--- config.mk ---
export PLATFORM = sky130hd
export DESIGN_NAME = coax_tx_framer_flat
export DESIGN_NICKNAME = d
export VERILOG_FILES = /design/src/rtl/coax_tx_framer_if.sv /design/src/rtl/coax_tx_framer.sv /design/src/flat_wrapper.sv
export SDC_FILE = /design/constraint.sdc
export NUM_CORES = 1
export LEC_CHECK = 0
export ABC_AREA = 1
export BUFFER_PORTS_ARGS = -buffer_cell sky130_fd_sc_hd__buf_2
export CELL_PAD_IN_SITES_DETAIL_PLACEMENT = 2
export CELL_PAD_IN_SITES_GLOBAL_PLACEMENT = 2
export CORE_MARGIN = 2
export CORE_UTILIZATION = 38
export DETAILED_ROUTE_END_ITERATION = 12
export PLACE_DENSITY = 0.95
export REMOVE_ABC_BUFFERS = 1
export SLEW_MARGIN = 20
export SYNTH_ARGS = -nofsm -noshare
export SYNTH_HDL_FRONTEND = slang
export SYNTH_SLANG_ARGS = --single-unit
--- constraint.sdc ---
create_clock -name clk -period 5.5 [get_ports clk]
set_input_delay 1.375 -clock clk [delete_from_list [all_inputs] [get_ports clk]]
set_output_delay 1.375 -clock clk [all_outputs]
set_load 0.1 [all_outputs]
--- src/rtl/coax_tx_framer_if.sv ---
// Word handshake between the host command logic and the coax transmit framer.
// The producer drives data/load; the framer answers with ready (holding register empty).
interface coax_tx_framer_if #(
  parameter int DATA_WIDTH = 10
);
  logic [DATA_WIDTH-1:0] data;
  logic                  load;
  logic                  ready;

  modport master (output data, output load, input ready);
  modport slave  (input data, input load, output ready);
endinterface

--- src/rtl/coax_tx_framer.sv ---
// Manchester-coded coax frame serialiser: start sequence, one or more sync+data(+parity)
// words chained through a one-deep holding register, then an end sequence.
module coax_tx_framer #(
  parameter int CLOCKS_PER_BIT = 8,
  parameter int DATA_WIDTH     = 10,
  parameter int QUIESCE_BITS   = 6,
  parameter int PARITY_EN      = 1
) (
  input  logic              clk,
  input  logic              reset_n,
  coax_tx_framer_if.slave   bus,
  output logic              tx,
  output logic              active
);

  localparam int CNT_W    = $clog2(CLOCKS_PER_BIT) + 1;
  localparam int MAX_BITS = (QUIESCE_BITS > DATA_WIDTH) ? QUIESCE_BITS : DATA_WIDTH;
  localparam int IDX_W    = $clog2(MAX_BITS + 1);

  localparam logic [3:0] IDLE    = 4'd0;
  localparam logic [3:0] ALIGN   = 4'd1;
  localparam logic [3:0] QUIESCE = 4'd2;
  localparam logic [3:0] CV1     = 4'd3;
  localparam logic [3:0] CV2     = 4'd4;
  localparam logic [3:0] CV3     = 4'd5;
  localparam logic [3:0] SYNC    = 4'd6;
  localparam logic [3:0] DATA    = 4'd7;
  localparam logic [3:0] PARITY  = 4'd8;
  localparam logic [3:0] END0    = 4'd9;
  localparam logic [3:0] END1    = 4'd10;
  localparam logic [3:0] END2    = 4'd11;

  logic [CNT_W-1:0]      cnt;
  logic [3:0]            state;
  logic [IDX_W-1:0]      bit_idx;
  logic                  hold_valid;
  logic [DATA_WIDTH-1:0] hold_data;
  logic [DATA_WIDTH-1:0] shift_reg;
  logic                  par_bit;
  logic                  bit_strobe;
  logic                  first_half;
  logic                  last_bit;
  logic                  take_word;
  logic                  line_level;

  assign bit_strobe = (cnt == CNT_W'(CLOCKS_PER_BIT - 1));
  assign first_half = (cnt < CNT_W'(CLOCKS_PER_BIT / 2));

  // The word-boundary decision looks only at the registered hold_valid, so a load
  // landing on that very clk is captured but too late to extend the frame.
  assign last_bit  = bit_strobe && ((PARITY_EN != 0) ? (state == PARITY)
                                   : (state == DATA && bit_idx == IDX_W'(DATA_WIDTH - 1)));
  assign take_word = (bit_strobe && state == CV3) || (last_bit && hold_valid);

  assign bus.ready = ~hold_valid;
  assign active    = (state != IDLE);

  always_comb begin
    // NOTE: default assignment first so every path drives line_level and no latch is inferred.
    line_level = 1'b0;
    case (state)
      QUIESCE, CV2, SYNC: line_level = ~first_half;
      DATA:               line_level = shift_reg[DATA_WIDTH-1] ^ first_half;
      PARITY:             line_level = par_bit ^ first_half;
      END0:               line_level = first_half;
      CV3, END1, END2:    line_level = 1'b1;
      default:            line_level = 1'b0;
    endcase
  end

  // NOTE: non-blocking assignments so every register updates from the same pre-edge values.
  always_ff @(posedge clk) begin
    if (!reset_n) begin
      cnt        <= '0;
      state      <= IDLE;
      bit_idx    <= '0;
      hold_valid <= 1'b0;
      tx         <= 1'b0;
    end else begin
      cnt <= bit_strobe ? '0 : cnt + 1'b1;
      tx  <= line_level;

      if (take_word)
        hold_valid <= 1'b0;
      else if (bus.load && !hold_valid)
        hold_valid <= 1'b1;

      case (state)
        IDLE:    if (hold_valid) state <= ALIGN;
        ALIGN:   if (bit_strobe) begin
                   state   <= QUIESCE;
                   bit_idx <= '0;
                 end
        QUIESCE: if (bit_strobe) begin
                   if (bit_idx == IDX_W'(QUIESCE_BITS - 1)) state <= CV1;
                   else bit_idx <= bit_idx + 1'b1;
                 end
        CV1:     if (bit_strobe) state <= CV2;
        CV2:     if (bit_strobe) state <= CV3;
        CV3:     if (bit_strobe) state <= SYNC;
        SYNC:    if (bit_strobe) begin
                   state   <= DATA;
                   bit_idx <= '0;
                 end
        DATA:    if (bit_strobe) begin
                   if (bit_idx == IDX_W'(DATA_WIDTH - 1)) begin
                     if (PARITY_EN != 0) state <= PARITY;
                     else                state <= hold_valid ? SYNC : END0;
                   end else begin
                     bit_idx <= bit_idx + 1'b1;
                   end
                 end
        PARITY:  if (bit_strobe) state <= hold_valid ? SYNC : END0;
        END0:    if (bit_strobe) state <= END1;
        END1:    if (bit_strobe) state <= END2;
        END2:    if (bit_strobe) state <= IDLE;
        default: state <= IDLE;
      endcase
    end
  end

  // NOTE: datapath registers carry no reset; hold_valid and state qualify every use of them.
  always_ff @(posedge clk) begin
    if (bus.load && !hold_valid)
      hold_data <= bus.data;
    if (take_word) begin
      shift_reg <= hold_data;
      par_bit   <= ^hold_data;
    end else if (state == DATA && bit_strobe) begin
      shift_reg <= shift_reg << 1;
    end
  end

endmodule

--- src/flat_wrapper.sv ---
// flat-port wrapper written by rule: the top's interface ports become plain ports
module coax_tx_framer_flat 
#(
  parameter int CLOCKS_PER_BIT = 8,
  parameter int DATA_WIDTH     = 10,
  parameter int QUIESCE_BITS   = 6,
  parameter int PARITY_EN      = 1
)
  (clk, reset_n, tx, active, bus_data, bus_load, bus_ready);
  coax_tx_framer_if #(.DATA_WIDTH(DATA_WIDTH)) bus_i ();
  input  logic clk;
  input  logic reset_n;
  output logic tx;
  output logic active;
  input wire logic [$bits(bus_i.data)-1:0] bus_data;
  input wire logic [$bits(bus_i.load)-1:0] bus_load;
  output wire logic [$bits(bus_i.ready)-1:0] bus_ready;
  assign bus_i.data = bus_data;
  assign bus_i.load = bus_load;
  assign bus_ready = bus_i.ready;
  coax_tx_framer #(.CLOCKS_PER_BIT(CLOCKS_PER_BIT), .DATA_WIDTH(DATA_WIDTH), .QUIESCE_BITS(QUIESCE_BITS), .PARITY_EN(PARITY_EN)) u_core (.clk(clk), .reset_n(reset_n), .bus(bus_i), .tx(tx), .active(active));
endmodule
; Yosys cells after proc, flatten, opt, wreduce, memory -nomap -nowiden
; Index checks and enable logic that the tools add are counted.
[classes]
add_sub_neg = 2
n_lt_le_gt_ge = 1
n_eq_ne = 31
n_mux = 24
bitwise_logic = 5
n_reduce_logical = 19
[ops]
columns = op, count
row1 = $mux 4, 19
row2 = $pmux 4 s12, 1
row3 = $ne 2x1->1 const B, 14
row4 = $eq 4x3->1 const B, 6
row5 = $eq 4x4->1 const B, 5
row6 = $mux 10, 2
row7 = $reduce_and 14->1, 1
row8 = $pmux 4 s3, 1
row9 = $reduce_xor 10->1, 1
row10 = $add 4x1->4 const B, 2
row11 = $eq 4x2->1 const B, 2
row12 = $ne 2x2->1 const B, 3
row13 = $reduce_and 6->1, 1
row14 = $reduce_or 2->1, 3
row15 = $reduce_or 3->1, 2
row16 = $logic_and 1x1->1, 5
row17 = $pmux 1 s5, 1
row18 = $eq 4x1->1 const B, 1
row19 = $logic_not 4->1, 1
row20 = $lt 4x3->1 const B, 1
row21 = $reduce_bool 4->1, 1
row22 = $not 1->1, 3
row23 = $reduce_bool 3->1, 1
row24 = $reduce_bool 2->1, 1
row25 = other kinds (3), 4
[totals]
register_bits = 35
input_bits = 13
output_inout_bits = 3
elab_cells = 90

; Longest topological paths before layout
[logic_depth]
depth_word = 5
mapped_depth = 10
mapped_depth_nobuf = 10

; Worst setup path before layout
; Ideal clock, no wire load.
[synth_timing]
path_kind = register to output
startpoint = register u_core.state[1]
endpoint = output active
arrival_time_ns = 1.215
t_required_ns = 4.125
path_slack_ns = 2.910
path_stages_with_launch = 5
path_buffers = 0
path_cell_list = dfxtp_1 -> inv_2 -> nand2_1 -> nor2_2 -> inv_1
[synth_between]
elab_chain_cells = 1
[synth_lines]
columns = item, line_no
row1 = "start, declared", coax_tx_framer.sv:34  ; logic [3:0] state;
row2 = "start signal, assigned", coax_tx_framer.sv:108  ; else state <= hold_valid ? SYNC : END0;
row3 = "start signal, assigned", coax_tx_framer.sv:113  ; PARITY: if (bit_strobe) state <= hold_valid ? SYNC : END0;
row4 = $reduce_bool 4->1, coax_tx_framer.sv:56  ; assign active = (state != IDLE);
row5 = "end, declared", flat_wrapper.sv:14  ; output logic active;
; Every way passes these cells.

; Final worst setup path
[layout_timing]
startpoint = register u_core.state[2]
endpoint = output active
; Same word-level chain as after synthesis.

==> metrics.md <==
| Metric | Value |
|---|---|
| Met2 global-route usage | `0.365` |
| Status | `complete, no violations` |
| DRC | `0` |
| Std-Cell Rows | `24` |
| Initial antenna violation count | `0` |
| First-pass GRT wire length | `7.75 mm` |
| Gr usage total | `0.196` |
| P_leak | `0.843 nW` |
| Io pins | `16` |
| Final Max Slew Viols | `0` |
| Reg clk slew, reported paths | `around 0.070 ns` |
| Met1 GRT Util | `0.221` |
| Async set-or-reset flop fraction in the synthesized netlist | `0` |
| Via density | `5.20` |
| Min Clock Period, post-route | `2.89 ns` |
| Top cells by area, synth | `edfxtp_1 (35%), dfxtp_1 (16%), nand2_1 (15%), nor2_1 (5.7%), nand3_1 (4.8%)` |
| Initial DRT Pass Iterations | `4` |
| Area growth syn-to-layout | `10.9%` |
| Rel. slew slack | `0.413` |
| Synth Area per Inst | `8.19 sq um` |
| Most used routing layer | `met2` |
| Leading area contributor after synthesis | `edfxtp_1` |
| WP data required | `around 4 ns` |
| Grt ovf | `0` |
| Avg WL per Cell | `15.9 microns` |
| RePlAce Congestion | `0.800` |
| Crit path kind | `flop to output port` |
| Part of the cycle the worst path needs | `0.525` |
| Largest net degree at the start of global routing | `13` |
| Most frequent cells after synthesis | `nand2_1 (71), nor2_1 (27), edfxtp_1 (21)` |
| Hold WC Path Type | `flop to flop` |
| Actual slew at the worst max-slew pin | `0.875 ns` |
| Final Hold Fails | `0` |
| DRT antenna net count | `0` |
| Post-CTS sizing | `0` |
| P per Cell Area | `443 nW/um^2` |
| Top FF cell, synth | `edfxtp_1` |
| VDD IR max | `0.278 mV` |
| Yosys cell types | `25` |
| Synth Cell Area | `1790 sq um` |
| CTS tree | `done` |
| Setup violators final | `0` |
| Die X | `slightly above 70 microns` |
| Clk root buf | `clkbuf_8` |
| Max cap viols | `0` |
| PortBufs | `15` |
| FMAX | `346 MHz` |
| DIE AREA | `5260 sq um` |
| Total Wirelength | `4.60 mm` |
| Post-Synthesis Cells | `between 200 and 250` |
| Seq cells post-synth | `35` |
| ANT cells | `0` |
| Crit end category | `output port` |
| Die height | `72.5 microns` |
| CP Launch Type | `flop` |
| Initial detailed-routing violation count | `24` |
| Hold_sp | `u_core.cnt[0]` |
| DPL Wire Length | `3.62 mm` |
| Area share of the largest cell type after synthesis | `0.353` |
| RSZ-0062 raised after global routing | `false` |
| H-tree depth | `2` |
| Core ar. | `4440 sq um` |
| Initial core utilization | `0.402` |
| CTS Hold Bufs | `0` |
| Post-synth EDFFs | `21` |
| Worst Skew | `0.00212 ns` |
| Via count | `1507` |
| Sequential area share after synthesis | `0.510` |
| Worst Path Max Fanout | `6` |
| CTS Sinks | `35` |
| Count leader, synth | `nand2_1` |
| CP startpoint | `u_core.state[2]` |
| CTS Buf Count | `5` |
| GR met3 Demand/Resource | `0.0403` |
| Layout cells sized above 1 | `0.147` |
| Post-CTS Setup Repair Bufs | `0` |
| Fin cells | `290` |
| Critical path arrival | `1.51 ns` |
| Vias in the first global route | `around 1600` |
| Cells after DPL | `282` |
| Worst-Skew Late Latency | `0.28 ns` |
| Final setup TNS | `0 ns` |
| Final net count | `253` |
| R2r setup slk | `3.02 ns` |
| Worst reg2reg path startpoint | `u_core.cnt[0]` |
| Warnings from Yosys | `0` |
| Maximum buffer depth of the clock tree | `2` |
## cell type report
cell class | instances | area [sq um]
Multi-Input combinational cell | 160 | 773
Clock inverter | 2 | 7.51
Inverter | 20 | 75.1
Fill cell | 516 | 2460
Tap cell | 52 | 65.1
Sequential cell | 35 | 911
Clock buffer | 6 | 72.6
Timing Repair Buffer | 15 | 75.1
## layout by cell type, fill, tap and decap left out, drive strengths merged
cell / instances
nor3: 1
dfxtp: 14
or2: 2
xnor2: 6
o21a: 1
o21ai: 2
edfxtp: 21
nor2: 33
ha: 3
clkbuf: 6
xor2: 4
nand2: 74
inv: 20
nand3: 17
nand4: 2
clkinv: 2
nand3b: 1
buf: 15
a211oi: 1
a21oi: 13
## metrics by stage
stage	utilization	setup slack (ns)	area [sq um]	power [W]	hold slack, ns
CTS	0.445	2.60	1980	0.000887	0.469
floorplan	-	2.91	1760	0.000621	0.418
detailed placement	0.427	2.91	1900	0.000711	0.453
global route	0.445	2.51	1980	0.000937	0.483
global placement	0.427	2.98	1900	0.000691	0.433
finish	0.445	2.61	1980	0.000876	0.463
## kinds of logic (layout without fill, tap and decap cells)
kind of cell / count (synthesis) / after routing / synth area share
AO/OA/AOI/OAI: 17 / 17 / 0.0568
buffers and inverters: 23 / 43 / 0.0568
flip-flops: 35 / 35 / 0.510
AND/OR/NAND/NOR: 130 / 130 / 0.306
adder cells (fa/ha/maj): 3 / 3 / 0.0210
XOR/XNOR: 10 / 10 / 0.0491
## per-layer routing
| metal | vias to the layer above | share of wire |
|---|---|---|
| li1 | 737 | - |
| met1 | 731 | 0.40 |
| met2 | 26 | 0.55 |
| met3 | 13 | 0.029 |
| met4 | 0 | 0.021 |
| met5 | - | 0 |
## final timing paths
path,cells after the start,to
worst max register to register,7,u_core.shift_reg[5]
worst min register to register,1,u_core.cnt[0]
worst max-delay path,5,active
worst min-delay path,1,u_core.cnt[0]
## power breakdown
| group | switching [W] | leakage, nW | internal [W] |
|---|---|---|---|
| clock network | 0.0000857 | 0.0403 | 0.0000862 |
| logic | 0.000276 | 0.494 | 0.0000977 |
| registers | 0.0000290 | 0.309 | 0.000302 |
## worst max-delay path, stage by stage (launching register included)
cell and delay (ns):
dfxtp_1 0.37, nor2_1 0.29, inv_1 0.09, nor2_2 0.15, inv_1 0.05, buf_2 0.28
(Power assumes the default switching activity.)
